`config.mk`:
```
export PLATFORM = sky130hd
export DESIGN_NAME = cgra_obi_slave_bridge
export DESIGN_NICKNAME = d
export VERILOG_FILES = /design/src/rtl/soc_sonhamos_pkg.sv /design/src/rtl/cgra_obi_resp_buf.sv /design/src/rtl/cgra_obi_slave_bridge.sv
export SDC_FILE = /design/constraint.sdc
export NUM_CORES = 1
export LEC_CHECK = 0
export CAP_MARGIN = 20
export CORE_MARGIN = 2
export CORE_UTILIZATION = 45
export DETAILED_ROUTE_END_ITERATION = 12
export HOLD_SLACK_MARGIN = 0.02
export PLACE_DENSITY = 0.77
export SETUP_SLACK_MARGIN = 0.05
export SLEW_MARGIN = 25
export SYNTH_ARGS = -nofsm -noshare
export SYNTH_HDL_FRONTEND = slang
export SYNTH_SLANG_ARGS = --single-unit
```
`constraint.sdc`:
```
create_clock -name clk_i -period 5.1 [get_ports clk_i]
set_clock_uncertainty 0.15 [all_clocks]
set_input_delay 1.275 -clock clk_i [delete_from_list [all_inputs] [get_ports clk_i]]
set_output_delay 1.275 -clock clk_i [all_outputs]
set_load 0.005 [all_outputs]
```
`src/rtl/soc_sonhamos_pkg.sv`:
```
// SoC-level constants and types shared by the CGRA slave bridge and its response buffer.
package soc_sonhamos_pkg;

    localparam logic [31:0] EXT_SLAVE_START_ADDRESS = 32'hF000_0000;
    localparam logic [31:0] CGRA_START_ADDRESS      = EXT_SLAVE_START_ADDRESS;

    localparam int unsigned CGRA_MEM_AW       = 16;
    localparam int unsigned CGRA_MAX_OUTST    = 2;
    localparam int unsigned CGRA_ERR_CNT_W    = 8;
    localparam logic [31:0] CGRA_UNMAPPED_RDATA = 32'h0;

    typedef struct packed {
        logic        mapped;
        logic        filled;
        logic [31:0] data;
    } cgra_resp_entry_t;

endpackage

```
`src/rtl/cgra_obi_resp_buf.sv`:
```
// In-order OBI response buffer: push on grant, fill from memory responses, pop one per cycle.
module cgra_obi_resp_buf
    import soc_sonhamos_pkg::*;
#(
    parameter int unsigned DEPTH = CGRA_MAX_OUTST
) (
    input  logic        clk_i,
    input  logic        rst_ni,
    input  logic        push_i,
    input  logic        push_mapped_i,
    input  logic        fill_i,
    input  logic [31:0] fill_data_i,
    output logic        space_c_o,
    output logic        rvalid_o,
    output logic [31:0] rdata_o
);

    localparam int unsigned PTR_W = (DEPTH > 1) ? $clog2(DEPTH) : 1;
    localparam int unsigned CNT_W = $clog2(DEPTH + 1);

    typedef logic [PTR_W-1:0] ptr_t;

    cgra_resp_entry_t [DEPTH-1:0] ent_q, ent_d;
    ptr_t                         wr_ptr_q, wr_ptr_d, rd_ptr_q, rd_ptr_d;
    logic [CNT_W-1:0]             cnt_q, cnt_d;
    logic                         rvalid_q, rvalid_d;
    logic [31:0]                  rdata_q, rdata_d;

    ptr_t             fill_ptr, scan_ptr;
    logic             fill_hit, head_bypass, pop;
    cgra_resp_entry_t head;

    function automatic ptr_t ptr_inc(ptr_t p);
        return (p == ptr_t'(DEPTH - 1)) ? '0 : ptr_t'(p + 1'b1);
    endfunction

    assign space_c_o = (cnt_q < CNT_W'(DEPTH));
    assign head      = ent_q[rd_ptr_q];

    // Fill pointer: oldest occupied entry that is mapped and still waiting for data.
    always_comb begin
        fill_hit = 1'b0;
        fill_ptr = rd_ptr_q;
        scan_ptr = rd_ptr_q;
        for (int unsigned i = 0; i < DEPTH; i++) begin
            if (!fill_hit && (CNT_W'(i) < cnt_q) &&
                ent_q[scan_ptr].mapped && !ent_q[scan_ptr].filled) begin
                fill_hit = 1'b1;
                fill_ptr = scan_ptr;
            end
            scan_ptr = ptr_inc(scan_ptr);
        end
    end

    // A memory response landing on the head entry is returned straight away.
    assign head_bypass = fill_i && fill_hit && (fill_ptr == rd_ptr_q);
    assign pop         = (cnt_q != '0) && (head.filled || head_bypass);

    always_comb begin
        ent_d    = ent_q;
        wr_ptr_d = wr_ptr_q;
        rd_ptr_d = rd_ptr_q;
        cnt_d    = cnt_q + CNT_W'(push_i) - CNT_W'(pop);
        rvalid_d = pop;
        rdata_d  = rdata_q;
        if (fill_i && fill_hit) begin
            ent_d[fill_ptr].filled = 1'b1;
            ent_d[fill_ptr].data   = fill_data_i;
        end
        if (push_i) begin
            ent_d[wr_ptr_q].mapped = push_mapped_i;
            ent_d[wr_ptr_q].filled = ~push_mapped_i;
            ent_d[wr_ptr_q].data   = CGRA_UNMAPPED_RDATA;
            wr_ptr_d               = ptr_inc(wr_ptr_q);
        end
        if (pop) begin
            rdata_d  = head_bypass ? fill_data_i : head.data;
            rd_ptr_d = ptr_inc(rd_ptr_q);
        end
    end

    always_ff @(posedge clk_i or negedge rst_ni) begin
        if (!rst_ni) begin
            ent_q    <= '0;
            wr_ptr_q <= '0;
            rd_ptr_q <= '0;
            cnt_q    <= '0;
            rvalid_q <= 1'b0;
            rdata_q  <= '0;
        end else begin
            ent_q    <= ent_d;
            wr_ptr_q <= wr_ptr_d;
            rd_ptr_q <= rd_ptr_d;
            cnt_q    <= cnt_d;
            rvalid_q <= rvalid_d;
            rdata_q  <= rdata_d;
        end
    end

    assign rvalid_o = rvalid_q;
    assign rdata_o  = rdata_q;

endmodule

```
`src/rtl/cgra_obi_slave_bridge.sv`:
```
// OBI slave for the CGRA crossbar window: decodes offsets, forwards mapped accesses
// to the CGRA memory port, answers unmapped ones locally and counts them.
module cgra_obi_slave_bridge
    import soc_sonhamos_pkg::*;
#(
    parameter logic [31:0] BASE_ADDR = CGRA_START_ADDRESS,
    parameter int unsigned MEM_AW    = CGRA_MEM_AW,
    parameter int unsigned MAX_OUTST = CGRA_MAX_OUTST,
    parameter int unsigned ERR_CNT_W = CGRA_ERR_CNT_W
) (
    input  logic                 clk_i,
    input  logic                 rst_ni,
    input  logic                 req_i,
    output logic                 gnt_o,
    input  logic [31:0]          addr_i,
    input  logic                 we_i,
    input  logic [3:0]           be_i,
    input  logic [31:0]          wdata_i,
    output logic                 rvalid_o,
    output logic [31:0]          rdata_o,
    output logic                 mem_req_o,
    input  logic                 mem_gnt_i,
    output logic                 mem_we_o,
    output logic [MEM_AW-1:0]    mem_addr_o,
    output logic [3:0]           mem_be_o,
    output logic [31:0]          mem_wdata_o,
    input  logic                 mem_rvalid_i,
    input  logic [31:0]          mem_rdata_i,
    output logic                 err_o,
    input  logic                 err_clr_i,
    output logic [ERR_CNT_W-1:0] err_cnt_o
);

    localparam logic [32:0] MAP_BYTES = 33'(4) << MEM_AW;

    logic [31:0]          offset;
    logic                 mapped, space, err_evt;
    logic                 err_q, err_d;
    logic [ERR_CNT_W-1:0] err_cnt_q, err_cnt_d;

    assign offset = addr_i - BASE_ADDR;
    assign mapped = ({1'b0, offset} < MAP_BYTES);

    assign mem_req_o   = req_i & mapped & space;
    assign gnt_o       = req_i & space & (mapped ? mem_gnt_i : 1'b1);
    assign mem_we_o    = we_i;
    assign mem_be_o    = be_i;
    assign mem_wdata_o = wdata_i;
    assign mem_addr_o  = offset[MEM_AW+1:2];

    cgra_obi_resp_buf #(
        .DEPTH (MAX_OUTST)
    ) u_resp_buf (
        .clk_i         (clk_i),
        .rst_ni        (rst_ni),
        .push_i        (gnt_o),
        .push_mapped_i (mapped),
        .fill_i        (mem_rvalid_i),
        .fill_data_i   (mem_rdata_i),
        .space_c_o     (space),
        .rvalid_o      (rvalid_o),
        .rdata_o       (rdata_o)
    );

    // Sticky error flag and saturating counter; a clear coinciding with an error restarts at 1.
    assign err_evt = gnt_o & ~mapped;

    always_comb begin
        err_d     = err_q;
        err_cnt_d = err_cnt_q;
        if (err_clr_i) begin
            err_d     = 1'b0;
            err_cnt_d = '0;
        end
        if (err_evt) begin
            err_d = 1'b1;
            if (err_clr_i) begin
                err_cnt_d = ERR_CNT_W'(1);
            end else if (err_cnt_q != '1) begin
                err_cnt_d = err_cnt_q + ERR_CNT_W'(1);
            end
        end
    end

    always_ff @(posedge clk_i or negedge rst_ni) begin
        if (!rst_ni) begin
            err_q     <= 1'b0;
            err_cnt_q <= '0;
        end else begin
            err_q     <= err_d;
            err_cnt_q <= err_cnt_d;
        end
    end

    assign err_o     = err_q;
    assign err_cnt_o = err_cnt_q;

endmodule
```
Yosys cells after proc, flatten, opt, wreduce, memory -nomap -nowiden
Index checks and enable logic that the tools add are counted.
{ "op_classes": {"n_addsub": 6, "n_bitwise": 6, "n_eq_ne": 2, "magnitude_cmp": 10, "mux": 34, "n_reduce_logical": 16} }
{ "op_table": {"columns": ["cell", "n"], "rows": [
  ["bitwise mux 68 bit", 5],
  ["demux 34 bit (select 1 bit)", 5],
  ["two-way mux 34 bit", 5],
  ["two-way mux 68 bit", 2],
  ["two-way mux 32 bit", 3],
  ["two-way mux 33 bit", 2],
  ["< comparator 32 x 19 -> 1 bit (second input constant)", 1],
  ["two-way mux 8 bit", 4],
  ["subtractor 32 bit (second input constant)", 1],
  ["logical AND 1 bit", 10],
  ["adder 8 x 1 -> 8 bit (second input constant)", 1],
  ["< comparator 1 x 2 -> 1 bit (second input constant)", 4],
  ["two-way mux 1 bit", 8],
  ["inequality test 8 bit (second input constant)", 1],
  ["bitwise AND 1 bit", 5],
  ["< comparator 1 x 2 -> 1 bit (first input constant)", 2],
  ["nonzero test 2 bit", 2],
  ["logical NOT 1 bit", 3],
  ["adder 1 bit (second input constant)", 2],
  ["adder 2 x 1 -> 2 bit", 1],
  [">= comparator 1 bit (second input constant)", 2],
  ["< comparator 2 bit (second input constant)", 1],
  ["subtractor 2 x 1 -> 2 bit", 1],
  ["equality test 1 bit", 1],
  ["2 further kinds", 2]
]} }
{ "word_totals": {"output_inout_bits": 97, "reg_bits": 114, "wordCells": 87, "inputBits": 107} }

Longest topological paths before layout
{ "logic_depth": {"word_depth": 21, "ltp_mapped": 10, "mapped_depth_nobuf": 8} }

Cells and area by module
A second synthesis with hierarchy kept.
{ "hier_totals": {"hier_cells": 596, "hier_area_um2": 5864.4} }
{ "modules_own_cells": {"columns": ["mod", "area_per_inst_um2", "seq_area_each_um2", "cells_each", "instances"], "rows": [
  ["cgra_obi_resp_buf", 4819.6, 2627.5, 478, 1],
  ["cgra_obi_slave_bridge", 1044.8, 225.2, 118, 1]
]} }

Worst setup path before layout
Ideal clock, no wire load.
{ "synth_path": {"kind": "input to output", "from": "in addr_i[27]", "to": "out gnt_o", "path_buffers": 0, "arrival_time_ns": 2.720, "stages": 4, "path_slack_ns": 0.955, "required_ns": 3.675, "path_cell_list": "or4_4 > or4_4 > o21ai_0 > inv_1"} }
{ "synth_via": {"elab_chain_len": 4} }
{ "synth_lines": {"columns": ["element", "line_no", "source"], "rows": [
  ["start: declaration", "cgra_obi_slave_bridge.sv:15", "input logic [31:0] addr_i,"],
  ["subtractor 32 bit", "cgra_obi_slave_bridge.sv:41", "assign offset = addr_i - BASE_ADDR;"],
  ["< comparator 32 x 19 -> 1 bit", "cgra_obi_slave_bridge.sv:42", "assign mapped = ({1'b0, offset} < MAP_BYTES);"],
  ["two-way mux 1 bit", "cgra_obi_slave_bridge.sv:45", "assign gnt_o = req_i & space & (mapped ? mem_gnt_i : 1'b1);"],
  ["bitwise AND 1 bit", "cgra_obi_slave_bridge.sv:45", null],
  ["end: declaration", "cgra_obi_slave_bridge.sv:14", "output logic gnt_o,"]
]} }
Every way passes these cells.

Worst setup path after layout
{ "layout_path": {"from": "in addr_i[25]", "to": "out mem_req_o"} }
{ "layout_via": {"elab_chain_len": 4} }
{ "layout_lines": {"columns": ["element", "line_no", "source"], "rows": [
  ["subtractor 32 bit", "cgra_obi_slave_bridge.sv:41", null],
  ["< comparator 32 x 19 -> 1 bit", "cgra_obi_slave_bridge.sv:42", null],
  ["bitwise AND 1 bit (2 in series)", "cgra_obi_slave_bridge.sv:44", "assign mem_req_o = req_i & mapped & space;"],
  ["end: declaration", "cgra_obi_slave_bridge.sv:21", "output logic mem_req_o,"]
]} }
Every way passes these cells.

==> flow_summary.json <==
{
  "reg2reg_to": "u_resp_buf.ent_q[58]",
  "yosysSeqAreaShare_pct": 47.8,
  "clockBufferDepth": 2,
  "crit_start": "addr_i[25]",
  "worstMarginPinSlew_ns": 0.821,
  "num-nets-final": 796,
  "syn_to_final_growth_pct": 21.2,
  "power_leakage_nw": 2.92,
  "drc": 0,
  "critPathCapture": "mem_req_o",
  "ys_types": 45,
  "dr.pass1.iters": 6,
  "io_pins": 204,
  "gr-total-overflow": 0,
  "yosys_warnings": 0,
  "rsz0062_at_grt": "false",
  "grt_pass1_vias": 5446,
  "synthFlopType": "dfrtp_1",
  "slew_violations": 0,
  "synth_nets": 771,
  "peakVddDrop_uv": 289,
  "yosys-top-cells-area": "dfrtp_1 48%, o21ai_0 11%, buf_4 6.7%, a21oi_1 5.8%, nand3_1 5.5%",
  "syn_area_um2": 5970,
  "synth_top_area_share_pct": 47.8,
  "synth_area_per_cell_um2": 9.03,
  "max_cap_viol_count": 0,
  "power.density_nw_per_um2": 404,
  "slew_headroom_pct": 44.8,
  "die_area_um2": 14200,
  "worst_setup_path_start_kind": "input pin",
  "synth-seq-cells": 114,
  "post_cts_buffers": 0,
  "cts_sinks": 114,
  "critPathRequiredTime_ns": 3.67,
  "crit_cells": 6,
  "holdCritPathClass": "reg -> reg",
  "crit_arrival_ns": 3.54,
  "path_class": "in -> out",
  "routed_wl_um": 16300,
  "final_common_cell": "o21ai_0",
  "drive_above_1_share_pct": 10.2,
  "r2r_cells": 5,
  "crit_family": "simple AND/OR/NAND/NOR gates",
  "cp_slowest_stage_delay_ns": 0.55,
  "dp.cells": 843,
  "drtIter0Drc": 454,
  "portBuffers": 95,
  "grt_max_degree": 62,
  "post_cts_resized": 0,
  "status": "finished, final reports clean",
  "initial_core_util_pct": 45.6,
  "cts_root_buf": "clkbuf_16",
  "setup_viol": 0,
  "finalHoldViolations": 0,
  "insertion_delay_ns": 0.41,
  "synth_edf_count": 0,
  "fin_tns_setup_ns": 0,
  "die_w_um": 119,
  "crit_buf_inv": 3,
  "path_clk_slew_ns": 0.05,
  "layout_min_cycle_time_ns": 4.97,
  "seq_area_um2": 2850,
  "worstPathMaxFanout": 4,
  "die_h_um": 119,
  "holdBufCountCts": 0,
  "cts_tree": "done",
  "cts_max_level": 4,
  "async_flop_share_pct": 100,
  "worstPathCellList": "clkdlybuf4s50_1 > or4_4 > or4_4 > buf_4 > nor2_1 > clkdlybuf4s50_1",
  "multi_input_area_um2": 2490,
  "fillCellCount": 1112,
  "postRouteAntennaNets": 0,
  "coreArea_um2": 13100,
  "num_rows": 42,
  "via_per_inst": 5.95,
  "vias": 5203,
  "hpwl_um": 9970,
  "antenna_found_initial": 0,
  "fin_crit_sh_pct": 97.4,
  "syn_inst": 661,
  "regToRegStartpoint": "u_resp_buf.rd_ptr_q",
  "grt_pass1_wl_um": 26700,
  "worst_setup_path_end_kind": "output port",
  "wire_per_inst_um": 18.7,
  "gp_congestion": 0.831,
  "fmax_ghz": 0.201,
  "fin_cells": 874,
  "grt.total_usage_pct": 23.8,
  "r2r_slack_ns": 2.36,
  "slowest_stage": "or4_4",
  "diodes": 0,
  "netlist.top_cell.by_area": "dfrtp_1",
  "numCtsBuffers": 17,
  "layout_common_cells": "129 x o21ai_0, 113 x dfrtp_1, 94 x clkdlybuf4s50_1"
}
==> layer usage <==
layer | share of wire, % | track usage [%] | vias up
met5 | 0 | 0 | -
met3 | 7.1 | 5.08 | 51
met1 | 41 | 28.6 | 2558
met2 | 49 | 39.3 | 233
li1 | - | - | 2361
met4 | 2.7 | 14.2 | 0
==> layout make-up <==
class                      instances  share of cell area [%]
clock buffer                      21                    6.51
clock inverter                    10                    1.18
inverter                           7                   0.363
multi-input combinational        433                    34.5
sequential                       114                    39.5
tap                              176                    3.05
timing repair buffer             113                    15.0
==> cells by family after synthesis <==
group | count (synthesis) | share of synthesized area, %
AO/OA/AOI/OAI | 249 | 23.3
XOR/XNOR | 4 | 0.587
adder cells (fa/ha/maj) | 3 | 0.629
buffers and inverters | 114 | 11.2
flip-flops | 114 | 47.8
multiplexers | 8 | 1.49
AND/OR/NAND/NOR | 169 | 15.0
==> cells in the mapped netlist, types with 2 or more instances <==
cell type,instances
xnor2_1,4
mux2i_1,4
a21oi_1,69
buf_1,3
nand2_1,36
nor2_1,7
a211oi_1,33
nor3_1,3
inv_1,7
nand3_1,65
nand4_1,2
nor2b_1,35
o41ai_1,2
buf_2,3
o2bb2ai_1,2
o21ai_0,130
clkbuf_1,43
ha_1,3
dfrtp_1,114
a2bb2oi_1,2
nand2b_1,6
mux2_2,2
a311oi_1,2
or4_4,3
buf_4,53
or4b_2,2
or2_2,4
buf_6,5
==> worst reg2reg max path: stages (launching register included) <==
cell	delay, ns
dfrtp_2	0.51
buf_4	0.58
a22o_1	0.71
buf_4	0.38
nand3_1	0.12
a21oi_1	0.20
==> power by group <==
group,total [mW],internal (mW),switching [mW]
combinational,0.826,0.236,0.591
sequential,0.987,0.937,0.0498
clock,1.11,0.699,0.407
==> registers in the layout (all words and copies together), names as in the netlist <==
name                 cells
u_resp_buf.rvalid_o      1
u_resp_buf.wr_ptr_q      1
u_resp_buf.rd_ptr_q      1
err_cnt_o                8
u_resp_buf.cnt_q         2
err_o                    1
u_resp_buf.rdata_o      32
u_resp_buf.ent_q        68
==> worst min-delay path by stage <==
stage,start,end,slack (ns),cells past startpoint
2_1_floorplan,u_resp_buf.wr_ptr_q,u_resp_buf.wr_ptr_q,0.32,1
3_3_place_gp,u_resp_buf.rdata_o[24],u_resp_buf.rdata_o[24],0.31,2
3_5_place_dp,u_resp_buf.rdata_o[22],u_resp_buf.rdata_o[22],0.32,2
4_1_cts,u_resp_buf.rdata_o[22],u_resp_buf.rdata_o[22],0.33,2
5_1_grt,u_resp_buf.rdata_o[16],u_resp_buf.rdata_o[16],0.36,2
6_report,u_resp_buf.rdata_o[16],u_resp_buf.rdata_o[16],0.32,2
==> metrics by stage <==
step / power (mW) / utilization (%) / hold WS (ns) / area, µm² / setup slack [ns]
3_5_place_dp: 1.81 / 51.0 / 0.320 / 6670 / 0.118
6_report: 2.92 / 55.3 / 0.323 / 7230 / 0.135
5_1_grt: 3.04 / 55.3 / 0.355 / 7230 / 0.0602
3_3_place_gp: 1.79 / 51.0 / 0.312 / 6670 / 0.136
4_1_cts: 2.92 / 55.2 / 0.332 / 7230 / 0.119
2_1_floorplan: 1.53 / - / 0.318 / 5970 / 0.955
Power figures use the tool's default switching activity.
